File: src/rtl/imm_ext_pipe.sv
// rtl/imm_ext_pipe.sv - pipelined immediate extension unit with 2-entry output buffer
//
// Purpose:
//    Extends an IN_W-bit immediate to OUT_W bits in one of four modes and queues
//    the result in a 2-entry FIFO with valid/ready handshakes on both sides, so the
//    producer and consumer stages can stall independently.
//
// Optional feature macro: IMM_EXT_CNT_EN
//    Defined   - neg_cnt counts accepted negative sign-mode (01/10) immediates,
//                saturating at 16'hFFFF, cleared only by rst.
//    Undefined - no counter logic; neg_cnt is tied to 16'h0000.
//
// Ports:
//    clk        in   1      clock, rising edge
//    rst        in   1      synchronous active-high reset
//    flush      in   1      synchronous clear of buffered results (below rst)
//    in_valid   in   1      imm_in/mode valid
//    in_ready   out  1      unit can accept an input
//    imm_in     in   IN_W   raw immediate field
//    mode       in   2      00 zero, 01 sign, 10 sign<<SHIFT, 11 upper-placed
//    out_valid  out  1      out_data holds a result
//    out_ready  in   1      consumer takes out_data
//    out_data   out  OUT_W  extended immediate at buffer head
//    neg_cnt    out  16     negative sign-mode push count

module imm_ext_pipe #(
   parameter int IN_W  = 14,
   parameter int OUT_W = 32,
   parameter int SHIFT = 2
) (
   input  logic             clk,
   input  logic             rst,
   input  logic             flush,
   input  logic             in_valid,
   output logic             in_ready,
   input  logic [IN_W-1:0]  imm_in,
   input  logic [1:0]       mode,
   output logic             out_valid,
   input  logic             out_ready,
   output logic [OUT_W-1:0] out_data,
   output logic [15:0]      neg_cnt
);

   localparam int PAD_W = OUT_W - IN_W;

   logic [OUT_W-1:0] mem_q [2];
   logic [1:0]       count_q, count_d;
   logic             wr_ptr_q, wr_ptr_d;
   logic             rd_ptr_q, rd_ptr_d;

   logic [OUT_W-1:0] ext_res;
   logic [OUT_W-1:0] sign_ext;
   logic             push;
   logic             pop;

   // Combinational extension of the incoming immediate.
   always_comb begin
      sign_ext = {{PAD_W{imm_in[IN_W-1]}}, imm_in};
      ext_res  = '0;
      unique case (mode)
         2'b00:   ext_res = {{PAD_W{1'b0}}, imm_in};
         2'b01:   ext_res = sign_ext;
         // Sign extension happens before the shift so the top bits stay sign copies.
         2'b10:   ext_res = sign_ext << SHIFT;
         default: ext_res = {imm_in, {PAD_W{1'b0}}};
      endcase
   end

   // Handshake status comes only from registered occupancy.
   assign in_ready  = (count_q != 2'd2);
   assign out_valid = (count_q != 2'd0);
   assign out_data  = mem_q[rd_ptr_q];

   assign push = in_valid & in_ready;
   assign pop  = out_valid & out_ready;

   always_comb begin
      count_d  = count_q;
      wr_ptr_d = wr_ptr_q;
      rd_ptr_d = rd_ptr_q;
      if (push) begin
         wr_ptr_d = ~wr_ptr_q;
      end
      if (pop) begin
         rd_ptr_d = ~rd_ptr_q;
      end
      unique case ({push, pop})
         2'b10:   count_d = count_q + 2'd1;
         2'b01:   count_d = count_q - 2'd1;
         default: count_d = count_q;
      endcase
   end

   always_ff @(posedge clk) begin
      if (rst) begin
         count_q  <= 2'd0;
         wr_ptr_q <= 1'b0;
         rd_ptr_q <= 1'b0;
         mem_q[0] <= '0;
         mem_q[1] <= '0;
      end else if (flush) begin
         // Entries keep stale contents; they are unreachable once count is 0.
         count_q  <= 2'd0;
         wr_ptr_q <= 1'b0;
         rd_ptr_q <= 1'b0;
      end else begin
         count_q  <= count_d;
         wr_ptr_q <= wr_ptr_d;
         rd_ptr_q <= rd_ptr_d;
         if (push) begin
            mem_q[wr_ptr_q] <= ext_res;
         end
      end
   end

`ifdef IMM_EXT_CNT_EN
   logic [15:0] neg_cnt_q;
   logic        neg_hit;

   // A negative sign-mode push still counts even if a same-cycle flush discards it.
   assign neg_hit = push & (mode == 2'b01 || mode == 2'b10) & imm_in[IN_W-1];

   always_ff @(posedge clk) begin
      if (rst) begin
         neg_cnt_q <= 16'h0000;
      end else if (neg_hit && neg_cnt_q != 16'hFFFF) begin
         neg_cnt_q <= neg_cnt_q + 16'h0001;
      end
   end

   assign neg_cnt = neg_cnt_q;
`else
   assign neg_cnt = 16'h0000;
`endif

endmodule

File: config.mk
export PLATFORM = sky130hd
export DESIGN_NAME = imm_ext_pipe
export DESIGN_NICKNAME = d
export VERILOG_FILES = /design/src/rtl/imm_ext_pipe.sv
export SDC_FILE = /design/constraint.sdc
export NUM_CORES = 1
export LEC_CHECK = 0
export CAP_MARGIN = 25
export CELL_PAD_IN_SITES_DETAIL_PLACEMENT = 0
export CELL_PAD_IN_SITES_GLOBAL_PLACEMENT = 1
export CORE_ASPECT_RATIO = 1.5
export CORE_UTILIZATION = 40
export DETAILED_ROUTE_END_ITERATION = 6
export PLACE_DENSITY_LB_ADDON = 0.12
export SYNTH_ARGS = -nofsm -noshare
export SYNTH_HDL_FRONTEND = slang
export SYNTH_SLANG_ARGS = --single-unit
export TNS_END_PERCENT = 20
File: constraint.sdc
create_clock -name clk -period 3.5 [get_ports clk]
set_clock_uncertainty 0.05 [all_clocks]
set_input_delay 0.7 -clock clk [delete_from_list [all_inputs] [get_ports clk]]
set_output_delay 0.7 -clock clk [all_outputs]
set_load 0.01 [all_outputs]
==> impl_metrics.py <==
metrics = {
    "outcome": {
        "status": "complete, no violations",
    },
    "floorplan": {
        "rows": 39,
        "start_util": 0.420,
        "die_h_um": 112,
        "die_w_um": 75.7,
        "fp.coreArea_um2": 7760,
        "io_pins": 71,
        "die-area_um2": 8510,
    },
    "global_routing": {
        "grt_max_degree": 31,
        "grt_pass1_vias": 2171,
        "globalRouteOverflowTotal": 0,
        "antenna_found_initial": 0,
        "grt_pass1_wl_mm": 10.4,
        "grt_use_total": 0.169,
    },
    "power_and_ir_drop": {
        "power_mw": 2.08,
        "power_density_nw_per_um2": 506,
        "power_leakage_nw": 1.48,
        "peakVddDrop_mv": 0.291,
    },
    "timing": {
        "final_hold_viol_count": 0,
        "rsz0062_at_grt": "false",
        "period_needed_ps": 2670,
        "whs_ps": 464,
        "relSlewSlack": 0.379,
        "setup-violations-final": 0,
        "drv_slew": 0,
        "maxClockFrequency_mhz": 375,
        "worst_pin_slew_ps": 930,
        "finalSetupTns_ps": 0,
        "finalCritPeriodShare": 0.762,
    },
    "clock_network": {
        "htree_levels": 3,
        "clkSlewWorstSetupHoldPaths_ps": 50,
        "cts_num_sinks": 65,
        "post_cts_buffers": 0,
        "clk_latency_ps": 320,
        "hold_buffers": 0,
        "cts-buffers-inserted": 9,
        "cts.path.max_buffers": 2,
        "root_buffer": "clkbuf_16",
        "cts_tree": "done",
        "cts_resized": 0,
    },
    "routing": {
        "drt-initial-drc-count": 128,
        "vias": 2119,
        "wire_per_inst_um": 15.1,
        "drtPass1Iterations": 6,
        "drc": 0,
        "totalWireLength_mm": 6.54,
        "vias_per_cell": 4.91,
        "final_antenna_net_count": 0,
    },
    "synthesis": {
        "netlist.area_leader.share": 0.553,
        "ys_seq_elements": 65,
        "synthTopCellsByCount": "nor2_1 (63), edfxtp_1 (60), mux2_2 (43)",
        "ys_seq_area_frac": 0.584,
        "netlist_area_um2": 3260,
        "yosysMostFrequentCell": "nor2_1",
        "async_reset_ff_frac": 0,
        "synth_edf_count": 60,
        "syn_avg_cell_area_um2": 11.8,
        "synth-main-ff-cell": "edfxtp_1",
        "yosysWarningCount": 0,
        "yosysTopAreaCell": "edfxtp_1",
        "yosys-top-cells-area": "edfxtp_1 (55%), mux2_2 (15%), nor2_1 (7.3%), a21oi_1 (4.3%), buf_4 (4.2%)",
        "synth_cells": 277,
        "ys_types": 27,
    },
    "place": {
        "gp_congestion": 0.673,
        "port_buffers": 54,
        "dpl_cell_area_um2": 3790,
        "hpwl_mm": 4.23,
    },
    "critical_path": {
        "worstPathArrival_ps": 1920,
        "cp_num_buf_inv": 2,
        "path_delay_family": "buffers and inverters",
        "start_kind": "register",
        "critPathMaxFanout": 30,
        "cp_cell_sequence": "buf_4 -> mux2_2 -> clkdlybuf4s50_1",
        "crit_required_ps": 2750,
        "slowest_delay_ps": 480,
        "critPathKind": "reg -> out",
        "slowest_stage": "clkdlybuf4s50_1",
        "endpoint_kind": "primary output",
    },
    "layout": {
        "nets": 347,
        "antenna_cells": 0,
        "syn2layout_area_growth_pct": 26.2,
        "nFillCells": 699,
        "drive_gt1_frac": 0.200,
        "multi_input_area_um2": 1160,
        "regArea_um2": 1900,
        "stdcell_area_um2": 4110,
    },
    "flow_run": {
        "cap_violations": 0,
    },
    "hold_path": {
        "hold_class": "reg -> reg",
    },
}
-- final cells by class --
class                   instances  share of cell area
flip-flops and latches         65               0.463
multi-input cells             187               0.284
repair buffers                 60               0.143
clock buffers                   9              0.0548
well taps                     102              0.0311
clock inverters                 7              0.0231
inverters                       2             0.00183
-- placed cells by master, fill, tap and decap left out, types with 2 or more instances in the layout --
cell type,netlist,layout
clkdlybuf4s50_1,0,54
bufinv_16,0,2
edfxtp_1,60,60
dfxtp_1,5,5
or3_1,2,2
xnor2_1,2,2
nand2b_1,3,3
mux2_2,43,43
clkinvlp_4,0,3
conb_1,1,16
a21oi_1,28,28
inv_1,2,2
o21ai_0,4,4
clkbuf_16,0,9
nor2b_1,15,15
buf_4,18,6
nor2_1,63,63
-- stage by stage --
stage               instances  setup slack, ps  utilization
detailed placement        416              544        0.488
global placement          416              535        0.488
global route              432              686        0.529
floorplan                 292              664            -
finish                    432              834        0.529
CTS                       432              799        0.529
-- worst min-delay path: stages (launching register included) --
cell     delay [ps]
dfxtp_1         320
o21ai_0          80
a21oi_1          60
-- final timing paths --
path                                               from                        end  slack, ps  cells past startpoint
worst max-delay path                           register               out_data[17]        830                      3
worst max register to register  count_q[0]$_SDFFE_PP0P_  mem_q[0][9]$_SDFFCE_PN0P_       1620                      4
worst min register to register    wr_ptr_q$_SDFFE_PP0P_      wr_ptr_q$_SDFFE_PP0P_        460                      2
worst min-delay path              wr_ptr_q$_SDFFE_PP0P_      wr_ptr_q$_SDFFE_PP0P_        460                      2
-- metal layers --
metal,share of wire,vias up,track usage
met5,0,-,0
met4,0.012,0,0.0827
met3,0.044,7,0.0251
met2,0.52,70,0.284
met1,0.43,1017,0.206
li1,-,1025,-
-- cell families after synthesis --
group / Yosys count / synth area share
AOI/OAI and AO/OA: 33 / 0.0515
xor gates and xnor gates: 3 / 0.00807
adders and majority gates: 1 / 0.00384
buffers and inverters: 40 / 0.0753
DFF: 65 / 0.584
muxes: 43 / 0.149
other: 1 / 0.00115
and+or+nand+nor: 91 / 0.127
-- state kept, by name, summed over array words and instances, names as in the netlist, named ones only --
name	flops
mem_q	60
count_q	2
wr_ptr_q	1
rd_ptr_q	1
-- report_power, final --
group	total [mW]	switching [mW]	leakage, nW	internal (mW)
combinational	0.237	0.118	0.674	0.118
sequential	0.895	0.00947	0.664	0.886
clock	0.945	0.324	0.145	0.621
total	2.08	0.452	1.48	1.63
(Power assumes the default switching activity.)
